### config.mk
export PLATFORM = sky130hd
export DESIGN_NAME = grid_renderer
export DESIGN_NICKNAME = d
export VERILOG_FILES = /design/src/rtl/grid_renderer.sv
export SDC_FILE = /design/constraint.sdc
export NUM_CORES = 2
export LEC_CHECK = 0
export CORE_ASPECT_RATIO = 1.5
export CORE_MARGIN = 10
export CORE_UTILIZATION = 50
export CTS_CLUSTER_DIAMETER = 120
export DETAILED_ROUTE_END_ITERATION = 12
export PLACE_DENSITY = 0.68
export SLEW_MARGIN = 0
export SYNTH_ARGS = -nofsm -noshare
export SYNTH_HDL_FRONTEND = slang
export SYNTH_SLANG_ARGS = --single-unit
### constraint.sdc
create_clock -name clk -period 29.5 [get_ports clk]
set_clock_uncertainty 0.05 [all_clocks]
set_input_delay 5.9 -clock clk [delete_from_list [all_inputs] [get_ports clk]]
set_output_delay 5.9 -clock clk [all_outputs]
set_load 0.03 [all_outputs]
### src/rtl/grid_renderer.sv
// Playfield renderer: turns the VGA timing counters into a cell-map lookup and drives rgb/Hsync/Vsync.
// The 30x30 map is written by the game logic and wiped by a clear sweep that runs during vertical blank.
module grid_renderer #(
    parameter int         H_START   = 224,
    parameter int         V_START   = 35,
    parameter int         GRID_N    = 30,
    parameter int         CELL_LOG2 = 4,
    parameter logic [7:0] BLACK     = 8'h00,
    parameter logic [7:0] BLUE      = 8'h03,
    parameter logic [7:0] RED       = 8'hE0,
    parameter logic [7:0] GREEN     = 8'h1C
) (
    input  logic       clk,
    input  logic       rst,
    input  logic       pix_en,
    input  logic [9:0] h_counter,
    input  logic [9:0] v_counter,
    input  logic       hsync_in,
    input  logic       vsync_in,
    input  logic       wr_valid,
    output logic       wr_ready,
    input  logic [4:0] wr_x,
    input  logic [4:0] wr_y,
    input  logic [1:0] wr_cell,
    output logic       wr_err,
    input  logic       clear_req,
    output logic       clear_busy,
    output logic [7:0] rgb,
    output logic       Hsync,
    output logic       Vsync
);

    localparam int         GRID_PIX  = GRID_N << CELL_LOG2;
    localparam int         DEPTH     = GRID_N * GRID_N;
    localparam logic [9:0] H_LO      = 10'(H_START);
    localparam logic [9:0] H_HI      = 10'(H_START + GRID_PIX);
    localparam logic [9:0] V_LO      = 10'(V_START);
    localparam logic [9:0] V_HI      = 10'(V_START + GRID_PIX);
    localparam logic [9:0] LAST_ADDR = 10'(DEPTH - 1);
    localparam logic [9:0] ROW_PITCH = 10'(GRID_N);
    localparam logic [4:0] GRID_N5   = 5'(GRID_N);

    typedef enum logic [1:0] {IDLE, PEND, SWEEP} state_t;

    function automatic logic [7:0] code_colour(input logic [1:0] code);
        case (code)
            2'd0:    return BLACK;
            2'd1:    return BLUE;
            2'd2:    return RED;
            default: return GREEN;
        endcase
    endfunction

    state_t     state_q, state_d;
    logic [9:0] sweep_addr_q, sweep_addr_d;
    logic       clear_busy_q, clear_busy_d;
    logic       wr_err_q, wr_err_d;
    logic       in_grid_q, in_grid_d;
    logic       hs0_q, hs0_d, vs0_q, vs0_d;
    logic [1:0] rd_code_q, rd_code_d;
    logic [7:0] rgb_q, rgb_d;
    logic       hsync_q, hsync_d, vsync_q, vsync_d;

    logic [1:0] mem [DEPTH];
    logic [9:0] h_cell, v_cell, rd_addr, wr_addr, mem_waddr;
    logic       in_grid_s0, wr_fire, wr_oob, mem_we;
    logic [1:0] mem_wdata;

    assign wr_ready   = ~clear_busy_q;
    assign wr_err     = wr_err_q;
    assign clear_busy = clear_busy_q;
    assign rgb        = rgb_q;
    assign Hsync      = hsync_q;
    assign Vsync      = vsync_q;

    // NOTE: every signal assigned here gets a default first, so no path leaves a latch behind.
    always_comb begin
        h_cell     = (h_counter - H_LO) >> CELL_LOG2;
        v_cell     = (v_counter - V_LO) >> CELL_LOG2;
        in_grid_s0 = (h_counter >= H_LO) && (h_counter < H_HI) &&
                     (v_counter >= V_LO) && (v_counter < V_HI);
        rd_addr    = in_grid_s0 ? (v_cell * ROW_PITCH + h_cell) : '0;

        wr_fire = wr_valid && wr_ready;
        wr_oob  = (wr_x >= GRID_N5) || (wr_y >= GRID_N5);
        wr_addr = 10'(wr_y) * ROW_PITCH + 10'(wr_x);

        // Sweep and producer writes never coincide: wr_ready is low for the whole sweep.
        mem_we    = (state_q == SWEEP) || (wr_fire && !wr_oob);
        mem_waddr = (state_q == SWEEP) ? sweep_addr_q : wr_addr;
        mem_wdata = (state_q == SWEEP) ? 2'd0 : wr_cell;

        state_d      = state_q;
        sweep_addr_d = sweep_addr_q;
        case (state_q)
            IDLE:    if (clear_req) state_d = PEND;
            PEND:    if (pix_en && v_counter == V_HI) begin
                         state_d      = SWEEP;
                         sweep_addr_d = '0;
                     end
            SWEEP:   if (sweep_addr_q == LAST_ADDR) state_d = IDLE;
                     else sweep_addr_d = sweep_addr_q + 10'd1;
            default: state_d = IDLE;
        endcase
        clear_busy_d = (state_d != IDLE);
        wr_err_d     = wr_fire && wr_oob;

        in_grid_d = in_grid_q;
        hs0_d     = hs0_q;
        vs0_d     = vs0_q;
        rd_code_d = rd_code_q;
        rgb_d     = rgb_q;
        hsync_d   = hsync_q;
        vsync_d   = vsync_q;
        if (pix_en) begin
            in_grid_d = in_grid_s0;
            hs0_d     = hsync_in;
            vs0_d     = vsync_in;
            rd_code_d = mem[rd_addr];
            rgb_d     = in_grid_q ? code_colour(rd_code_q) : BLACK;
            hsync_d   = hs0_q;
            vsync_d   = vs0_q;
        end
        if (clear_busy_q) rgb_d = BLACK;
    end

    // NOTE: the map has no reset; the clear sweep initialises it so it can map onto plain RAM.
    always_ff @(posedge clk) begin
        if (mem_we) mem[mem_waddr] <= mem_wdata;
    end

    // NOTE: state is updated with non-blocking assignments so every flop samples pre-edge values.
    always_ff @(posedge clk or posedge rst) begin
        if (rst) begin
            state_q      <= SWEEP;
            sweep_addr_q <= '0;
            clear_busy_q <= 1'b1;
            wr_err_q     <= 1'b0;
            in_grid_q    <= 1'b0;
            hs0_q        <= 1'b1;
            vs0_q        <= 1'b1;
            rd_code_q    <= 2'd0;
            rgb_q        <= BLACK;
            hsync_q      <= 1'b1;
            vsync_q      <= 1'b1;
        end else begin
            state_q      <= state_d;
            sweep_addr_q <= sweep_addr_d;
            clear_busy_q <= clear_busy_d;
            wr_err_q     <= wr_err_d;
            in_grid_q    <= in_grid_d;
            hs0_q        <= hs0_d;
            vs0_q        <= vs0_d;
            rd_code_q    <= rd_code_d;
            rgb_q        <= rgb_d;
            hsync_q      <= hsync_d;
            vsync_q      <= vsync_d;
        end
    end

endmodule

==> metrics.cfg <==
[timing]
max_freq_ghz = 0.07457
finalSetupViolCount = 0
fin_hold_ws_ns = 0.4735
hold_viol = 0
fin_crit_sh = 0.4546
slew_violations = 1
slew_headroom = -0.007308
final.min_clock_period_ns = 13.41
rsz0062_at_grt = no
fin_setup_tns_ns = 0
worstMarginPinSlew_ns = 1.495

[floorplanning]
ios = 52
row_count = 176
die_w_microns = 341.0
initial_core_util = 0.5034
die_area_sq_um = 171000
core_sq_um = 153500
die_y_microns = 501.5

[worst_setup_path]
crit_type = input pin to register
critPathLaunchType = input pin
crit_path_max_fanout = 7
startpoint = v_counter[4]
arrival_ns = 14.01
rr_startpoint = state_q[0]
worst_r2r_path_depth = 7
rrSetupSlack_ns = 24.61
cp-end-kind = register
cp.required_ns = 30.10
reg2reg_to = mem[270][1]

[synth]
synth_warnings = 0
yosysMostFrequentCell = edfxtp_1
seq_area_frac_synth = 0.7074
synth_cell_types = 89
yosys.area.top_type = edfxtp_1
postSynthAreaPerCell_sq_um = 13.57
synth_edf_count = 1800
synth_area_sq_um = 77270
ys_async_sr_fraction = 0.01316
synthCells = 5694
synth_nets = 5789
synth_common_cells = 1800 x edfxtp_1, 1087 x nor2_1, 519 x nand2_1
synth-main-ff-cell = edfxtp_1
yosysTopAreaCellShare = 0.6995
synth_area_leaders = edfxtp_1 70%, nor2_1 5.3%, mux2i_1 2.9%, nand2_1 2.5%, mux4_2 2.1%
synth_seq_cells = 1824

[routing]
drt_iter0_drc = 9116
num_vias = 52960
wl_per_cell_microns = 33.63
drtPass1Iterations = 6
drc = 0
routed_wl_microns = 263000
drtAntennaViolNets = 0
vias_per_cell = 6.773

[pwr]
p_leak_uw = 0.02688
p_per_area_nw_per_um2 = 72.71
finalPower_uw = 6208
ir_drop_uv = 71.19

[layout]
drive_above_1_share = 0.1044
nFillCells = 12270
final_nets = 5727
area.growth.synth_to_final_pct = 10.49

[worst_hold_path]
hold_depth = 1
min_to = sweep_addr_q[9]
hold_class = register to register
min-delay-start = sweep_addr_q[9]

[clock_tree]
cts_hold_buf = 0
post_cts_buffers = 0
htreeDepth = 4
cts_sinks = 1824
tritoncts = yes
clk_latency_ns = 0.81
clkTransAtPathRegs_ns = 0.06
cts_root_buf = clkbuf_16
cts_max_path_buffers = 3
cts_made_buffers = 161
cts_resized = 0

[placement]
port_buffers = 51
dp_hpwl_microns = 151700
place_congestion = 0.9650

[global_routing]
grt_pass1_vias = 51800
grt_use_total = 0.3002
grt_pass1_wl_microns = 369800
grt_max_degree = 251
grt_overflow = 0
antenna_found_initial = 13

[run_status]
status = finished with violations
violations = capacitance limit, slew limit

[flow_run]
cap_violations = 1

==> worst max-delay path, stage by stage <==
cell and delay (ns):
clkdlybuf4s50_1 0.50, a2111o_1 0.54, and2_1 0.28, nor2_1 0.18, ha_1 0.29, xnor2_1 0.16, xnor2_1 0.23, inv_1 0.08
ha_1 0.27, ha_1 0.58, nand2_1 0.11, nor4_1 0.74, o32ai_1 0.28, or4b_2 0.66, xor2_1 0.22, nand2_1 0.46
a2111oi_2 1.08, a41oi_1 0.16, o41ai_1 1.11, a31oi_1 0.18
==> cell type report <==
type,count,area [sq um],area share
clock inverters,103,860.8,0.01008
well taps,2047,2561,0.03000
flip-flops and latches,1824,54660,0.6402
clock buffers,194,4217,0.04939
multi-input cells,3384,21070,0.2468
diodes,7,17.52,0.0002052
inverters,47,181.4,0.002125
repair buffers,214,1812,0.02122
==> per-stage QoR <==
step                cells    util  worst slack [ns]  area (sq um)
floorplan            5694       -             8.368         77270
global placement     7515  0.5230             15.87         80280
detailed placement   7516  0.5230             15.79         80280
CTS                  7813  0.5561             16.60         85360
global route         7814  0.5561             15.88         85360
finish               7820  0.5562             16.09         85380
==> kinds of logic (layout without fill, tap and decap cells) <==
logic type | Yosys count | after routing | synth area share
AO/OA/AOI/OAI | 1010 | 1010 | 0.09217
XOR/XNOR | 33 | 33 | 0.003741
adder cells (fa/ha/maj) | 56 | 56 | 0.01023
buffers and inverters | 486 | 558 | 0.02594
flip-flops | 1824 | 1824 | 0.7074
multiplexers | 346 | 346 | 0.05724
other | 0 | 7 | 0
AND/OR/NAND/NOR | 1939 | 1939 | 0.1033
==> layer usage <==
metal,track usage,vias up,wire (microns),share of wire
met4,0.2122,16,22290,0.085
met1,0.3624,26170,85610,0.33
li1,-,21490,-,-
met2,0.4716,4252,121000,0.46
met5,0.005909,-,215,0.00082
met3,0.07352,1040,33910,0.13
==> worst max path at each step <==
| stage | endpoint | cells after the start |
|---|---|---|
| after floorplan | mem[0][0] | 1 |
| after CTS | rd_code_q[0] | 20 |
| after global placement | rd_code_q[0] | 20 |
| final | rd_code_q[0] | 20 |
| after detailed placement | rd_code_q[0] | 20 |
| after global routing | rd_code_q[0] | 20 |
==> registers in the layout, summed over array words and instances (netlist names) <==
signal	cells
rd_code_q	2
clear_busy	1
wr_err	1
Hsync	1
rgb	3
sweep_addr_q	10
state_q	2
Vsync	1
vs0_q	1
in_grid_q	1
hs0_q	1
mem	1800
==> layout by cell type, fill, tap and decap left out, drive strengths merged, types with 39 or more instances in the layout <==
cell,count
ha,44
nor2,1088
o211ai,39
a211oi,42
nand2,520
a21oi,229
a221oi,66
mux4,72
mux2i,227
inv,50
nand3,104
edfxtp,1800
o21ai,123
a31oi,61
buf,164
o22ai,102
o221ai,98
nor3,55
clkdlybuf4s50,50
clkbuf,194
clkinv,81
mux2,47
==> report_power, final <==
part	total [uW]	internal [uW]	leakage (uW)	switching, uW
registers	2860	2860	0.0165	8.91
clock network	2070	1120	0.00246	951
logic	1270	324	0.00795	948
Power figures use the tool's default switching activity.
